### src/rtl/fifo_wr_arbiter_if.sv
// Write-port bundle between two producers, the FIFO write side and the debug counters.
// The arbiter takes the slave side. The producers, the FIFO and the bench take the master side.
interface fifo_wr_arbiter_if #(
  parameter int unsigned DW = 16,
  parameter int unsigned CW = 16
);
  logic          REQ0;
  logic [DW-1:0] DIN0;
  logic          ACK0;
  logic          REQ1;
  logic [DW-1:0] DIN1;
  logic          ACK1;
  logic          FULL;
  logic          WR;
  logic [DW-1:0] DOUT;
  logic [1:0]    GNT;
  logic [CW-1:0] CNT0;
  logic [CW-1:0] CNT1;
  logic [CW-1:0] STALL;

  modport master (
    output REQ0, DIN0, REQ1, DIN1, FULL,
    input  ACK0, ACK1, WR, DOUT, GNT, CNT0, CNT1, STALL
  );

  modport slave (
    input  REQ0, DIN0, REQ1, DIN1, FULL,
    output ACK0, ACK1, WR, DOUT, GNT, CNT0, CNT1, STALL
  );
endinterface

### src/rtl/fifo_wr_arbiter.sv
// Round-robin arbiter for two producers that share one FIFO write port.
// It issues at most one write every two cycles, so FULL from the previous write is seen before the next grant.
module fifo_wr_arbiter #(
  parameter int unsigned DW = 16,
  parameter int unsigned CW = 16
) (
  input logic              CLK,
  input logic              RST,
  fifo_wr_arbiter_if.slave bus
);
  typedef enum logic {IDLE, WRITE} state_t;

  state_t        state_q, state_d;
  logic          wr_q, wr_d;
  logic          ack0_q, ack0_d;
  logic          ack1_q, ack1_d;
  logic [DW-1:0] dout_q, dout_d;
  logic          last_q, last_d;
  logic [CW-1:0] cnt0_q, cnt0_d;
  logic [CW-1:0] cnt1_q, cnt1_d;
  logic [CW-1:0] stall_q, stall_d;
  logic          grant0, grant1;

  always_comb begin
    state_d = state_q;
    wr_d    = 1'b0;
    ack0_d  = 1'b0;
    ack1_d  = 1'b0;
    dout_d  = dout_q;
    last_d  = last_q;
    cnt0_d  = cnt0_q;
    cnt1_d  = cnt1_q;
    stall_d = stall_q;
    // last_q=1 means requester 1 won last, so requester 0 wins a tie.
    grant0  = bus.REQ0 && (!bus.REQ1 || last_q);
    grant1  = bus.REQ1 && (!bus.REQ0 || !last_q);
    case (state_q)
      IDLE: begin
        if (bus.FULL) begin
          if (bus.REQ0 || bus.REQ1) stall_d = stall_q + CW'(1);
        end else if (grant0) begin
          state_d = WRITE;
          wr_d    = 1'b1;
          ack0_d  = 1'b1;
          dout_d  = bus.DIN0;
          last_d  = 1'b0;
          cnt0_d  = cnt0_q + CW'(1);
        end else if (grant1) begin
          state_d = WRITE;
          wr_d    = 1'b1;
          ack1_d  = 1'b1;
          dout_d  = bus.DIN1;
          last_d  = 1'b1;
          cnt1_d  = cnt1_q + CW'(1);
        end
      end
      WRITE:   state_d = IDLE;
      default: state_d = IDLE;
    endcase
  end

  always_ff @(posedge CLK) begin
    if (RST) begin
      state_q <= IDLE;
      wr_q    <= 1'b0;
      ack0_q  <= 1'b0;
      ack1_q  <= 1'b0;
      dout_q  <= '0;
      last_q  <= 1'b1;
      cnt0_q  <= '0;
      cnt1_q  <= '0;
      stall_q <= '0;
    end else begin
      state_q <= state_d;
      wr_q    <= wr_d;
      ack0_q  <= ack0_d;
      ack1_q  <= ack1_d;
      dout_q  <= dout_d;
      last_q  <= last_d;
      cnt0_q  <= cnt0_d;
      cnt1_q  <= cnt1_d;
      stall_q <= stall_d;
    end
  end

  assign bus.WR    = wr_q;
  assign bus.ACK0  = ack0_q;
  assign bus.ACK1  = ack1_q;
  assign bus.GNT   = {ack1_q, ack0_q};
  assign bus.DOUT  = dout_q;
  assign bus.CNT0  = cnt0_q;
  assign bus.CNT1  = cnt1_q;
  assign bus.STALL = stall_q;
endmodule
### src/flat_wrapper.sv
// flat-port wrapper written by rule: the top's interface ports become plain ports
module fifo_wr_arbiter_flat 
#(
  parameter int unsigned DW = 16,
  parameter int unsigned CW = 16
)
  (CLK, RST, bus_REQ0, bus_DIN0, bus_REQ1, bus_DIN1, bus_FULL, bus_ACK0, bus_ACK1, bus_WR, bus_DOUT, bus_GNT, bus_CNT0, bus_CNT1, bus_STALL);
  fifo_wr_arbiter_if #(.DW(DW), .CW(CW)) bus_i ();
  input logic CLK;
  input logic RST;
  input wire logic [$bits(bus_i.REQ0)-1:0] bus_REQ0;
  input wire logic [$bits(bus_i.DIN0)-1:0] bus_DIN0;
  input wire logic [$bits(bus_i.REQ1)-1:0] bus_REQ1;
  input wire logic [$bits(bus_i.DIN1)-1:0] bus_DIN1;
  input wire logic [$bits(bus_i.FULL)-1:0] bus_FULL;
  output wire logic [$bits(bus_i.ACK0)-1:0] bus_ACK0;
  output wire logic [$bits(bus_i.ACK1)-1:0] bus_ACK1;
  output wire logic [$bits(bus_i.WR)-1:0] bus_WR;
  output wire logic [$bits(bus_i.DOUT)-1:0] bus_DOUT;
  output wire logic [$bits(bus_i.GNT)-1:0] bus_GNT;
  output wire logic [$bits(bus_i.CNT0)-1:0] bus_CNT0;
  output wire logic [$bits(bus_i.CNT1)-1:0] bus_CNT1;
  output wire logic [$bits(bus_i.STALL)-1:0] bus_STALL;
  assign bus_i.REQ0 = bus_REQ0;
  assign bus_i.DIN0 = bus_DIN0;
  assign bus_i.REQ1 = bus_REQ1;
  assign bus_i.DIN1 = bus_DIN1;
  assign bus_i.FULL = bus_FULL;
  assign bus_ACK0 = bus_i.ACK0;
  assign bus_ACK1 = bus_i.ACK1;
  assign bus_WR = bus_i.WR;
  assign bus_DOUT = bus_i.DOUT;
  assign bus_GNT = bus_i.GNT;
  assign bus_CNT0 = bus_i.CNT0;
  assign bus_CNT1 = bus_i.CNT1;
  assign bus_STALL = bus_i.STALL;
  fifo_wr_arbiter #(.DW(DW), .CW(CW)) u_core (.CLK(CLK), .RST(RST), .bus(bus_i));
endmodule
### config.mk
export PLATFORM = sky130hd
export DESIGN_NAME = fifo_wr_arbiter_flat
export DESIGN_NICKNAME = d
export VERILOG_FILES = /design/src/rtl/fifo_wr_arbiter_if.sv /design/src/rtl/fifo_wr_arbiter.sv /design/src/flat_wrapper.sv
export SDC_FILE = /design/constraint.sdc
export NUM_CORES = 1
export LEC_CHECK = 0
export ABC_AREA = 1
export BUFFER_PORTS_ARGS = -buffer_cell sky130_fd_sc_hd__buf_2
export CORE_ASPECT_RATIO = 0.75
export CORE_MARGIN = 2
export CORE_UTILIZATION = 35
export DETAILED_ROUTE_END_ITERATION = 8
export HOLD_SLACK_MARGIN = 0.06
export MAX_ROUTING_LAYER = met4
export SYNTH_ARGS = -nofsm -noshare
export SYNTH_HDL_FRONTEND = slang
export SYNTH_SLANG_ARGS = --single-unit
### constraint.sdc
create_clock -name CLK -period 1.6 [get_ports CLK]
set_input_delay 0.08 -clock CLK [delete_from_list [all_inputs] [get_ports CLK]]
set_output_delay 0.08 -clock CLK [all_outputs]
set_load 0.01 [all_outputs]
==> results_dict.tcl <==
set metrics [dict create \
    diodes 0 \
    cp.arrival_ns 1.66 \
    port_buffers 105 \
    routed_via_density 4.68 \
    drive_above_1_share 0.250 \
    reg2reg_setup_slack_ns 0.16 \
    cp_max_fo 6 \
    combPwrFrac 0.104 \
    fmax_ghz 0.695 \
    antenna_found_initial 0 \
    hold_depth 3 \
    cap_violations 0 \
    tritoncts "yes" \
    clock_path_buffers 2 \
    start_kind "register" \
    dr.pass1.iters 4 \
    crit_chain "ha_4, nand3_1, nor2_1, inv_1, nor2_4, nand2_1, o21ai_0, nor2_1" \
    syn-num-nets 515 \
    hold_end "u_core.bus.CNT0[1]" \
    p_seq_frac 0.438 \
    cp-end-kind "register" \
    min_path_type "in -> reg" \
    htree_num_levels 3 \
    drtIter0Drc 209 \
    synth.area.top_cells "dfxtp_1, nand2_1, nor2_1" \
    routedWlPerCell_um 12.2 \
    fin_crit_ns 1.44 \
    internal-power_mw 3.11 \
    syn_area_mm2 0.00333 \
    yosysWarnings 0 \
    critPathTopFamily "simple AND/OR/NAND/NOR gates" \
    wl_um 9180 \
    hpwl_um 6240 \
    cts_root_buffer "clkbuf_16" \
    die_y_um 88.5 \
    tns_ns 0 \
    path_common_cell "nor2_1" \
    cts_sinks 68 \
    globalRouteOverflowTotal 0 \
    placed_area_mm2 0.00401 \
    drt_drc_violations_left 0 \
    cellPowerDensity_mw_per_mm2 878 \
    power_frac_clock 0.459 \
    core_mm2 0.00916 \
    hold_viol 0 \
    yosysTopAreaCell "dfxtp_1" \
    slew_headroom 0.780 \
    grt_first_pass_wirelength_um 15000 \
    seq_area_frac_synth 0.409 \
    fin_crit_sh 0.899 \
    gp_congestion 0.840 \
    tightest_slew_ns 0.327 \
    clock_latency_ns 0.33 \
    min-delay-start "RST" \
    grtUsageTotal 0.192 \
    synth.distinct_cells 32 \
    ys_ff_latch 68 \
    status "finished clean" \
    area_growth_pct 38.9 \
    fin_area_mm2 0.00463 \
    final_util 0.505 \
    r2r-start "u_core.bus.CNT0[0]" \
    n_fill_cell 945 \
    syn-instance-count 475 \
    timing.rr.end "u_core.bus.CNT0[12]" \
    yosysTopAreaCellShare 0.409 \
    critPathKind "reg -> reg" \
    cpPeakStageDelay_ns 0.40 \
    holdWs_ns 0.181 \
    fp-row-count 30 \
    p_sw_uw 952 \
    start_util 0.364 \
    syn_avg_cell_area_um2 7.01 \
    worst_path_max_delay_cell "dfxtp_1" \
    slew_violations 0 \
    grt_pass1_vias 3283 \
    ff2ff_path_depth 8 \
    die_w_um 117 \
    nNetsFinal 659 \
    sw_frac_of_total 0.234 \
    clk_pin_slew_ns 0.05 \
    critPathRequiredTime_ns 1.82 \
    path_buf_inv 1 \
    fin_skew_ns 0.00381 \
    ios 106 \
    p_leak_nw 2.12 \
    total_power_mw 4.06 \
    die_area_mm2 0.0103 \
    num_vias 3518 \
    cts_made_buffers 9 \
    setup_viol 0 \
    rsz0062_at_grt "no" \
    ir_drop_v 0.000504 \
    grt_max_degree 35 \
    postRouteAntennaNets 0 \
]
## cell usage after synthesis
cell      number
nand2_1      120
dfxtp_1       68
nor2_1        65
inv_1         52
o21ai_0       32
nand3_1       28
a21oi_1       23
a31oi_1       17
nand4_1       10
nor2_4        10
buf_4          6
nor3_1         6
clkbuf_1       5
ha_1           3
inv_2          3
nand3_2        3
nor2_2         3
xnor2_1        3
a21oi_2        2
buf_2          2
nand2_4        2
nand3_4        2
and2_1         1
and3_2         1
clkinv_1       1
nand2_2        1
nor2_8         1
nor3b_1        1
o211ai_1       1
o21a_1         1
o21ai_1        1
xor2_1         1
## flip-flops by register name, summed over array words and instances, names as in the netlist
name,flops
u_core.bus.CNT0,16
u_core.bus.STALL,16
u_core.bus.ACK1,1
u_core.bus.DOUT,16
u_core.last_q,1
u_core.bus.ACK0,1
u_core.bus.WR,1
u_core.bus.CNT1,16
## metrics by stage
step                instances  worst slack, ns
floorplan                 475            0.220
global placement          704            0.194
detailed placement        704            0.122
CTS                       752            0.113
global route              752           0.0222
finish                    752            0.162
## power groups by stage
stage / clock [mW] / sequential [mW] / combinational [mW]
4_1_cts: 1.92 / 1.77 / 0.415
2_1_floorplan: 0 / 1.83 / 0.190
5_1_grt: 1.99 / 1.78 / 0.466
6_report: 1.86 / 1.78 / 0.421
3_3_place_gp: 0 / 1.81 / 0.352
3_5_place_dp: 0 / 1.81 / 0.355
## cell families after synthesis
group                      Yosys count  synth area share
xor gates and xnor gates             4            0.0105
DFF                                 68             0.409
adders and majority gates            3            0.0113
AOI/OAI and AO/OA                   77             0.126
buffers and inverters               69            0.0853
and+or+nand+nor                    254             0.358
## worst min-delay path, cell delays in order
cell and delay, ns:
buf_2 0.09, buf_4 0.23, a21oi_1 0.06
## cell usage in the layout (no fill, tap or decap), drive strengths merged, types with 15 or more instances in the layout
master	Yosys	layout
dlygate4sd3	0	32
buf	8	114
clkbuf	5	15
a31oi	17	17
nand3	33	33
dfxtp	68	68
nand2	123	123
a21oi	25	25
o21ai	33	33
inv	55	55
nor2	79	79
## cell type report
class,instances,area (µm²),area share
repair buffers,146,913,0.197
inverters,56,210,0.0454
well taps,128,160,0.0346
clock inverters,1,5.00,0.00108
clock buffers,15,278,0.0600
flip-flops and latches,68,1360,0.294
multi-input cells,338,1700,0.367
## what timing repair did
action,CTS,global route
endpoints found under the hold margin,16,0
hold buffers,32,0
setup buffers,0,0
resized for setup,0,2
endpoints found under the setup margin,0,1
## routing by layer
layer / vias to the layer above / routed length (µm) / share of wire / global-route usage
met2: 92 / 4220 / 0.46 / 0.309
met3: 15 / 459 / 0.050 / 0.0541
met1: 1587 / 4340 / 0.47 / 0.228
met4: 0 / 157 / 0.017 / 0.0770
li1: 1824 / - / - / -
met5: - / 0 / 0 / -
## how the worst max path moves through the flow
stage	cells after the start	endpoint	from	slack [ns]
CTS	8	u_core.bus.CNT0[12]	u_core.bus.CNT0[1]	0.11
global placement	8	u_core.bus.CNT0[12]	u_core.bus.CNT0[1]	0.19
detailed placement	8	u_core.bus.CNT0[12]	u_core.bus.CNT0[1]	0.12
floorplan	8	u_core.bus.CNT0[12]	u_core.bus.CNT0[1]	0.22
finish	8	u_core.bus.CNT0[12]	u_core.bus.CNT0[0]	0.16
global route	8	u_core.bus.CNT0[12]	u_core.bus.CNT0[1]	0.02
No activity file was read; power rests on OpenSTA's default activity.
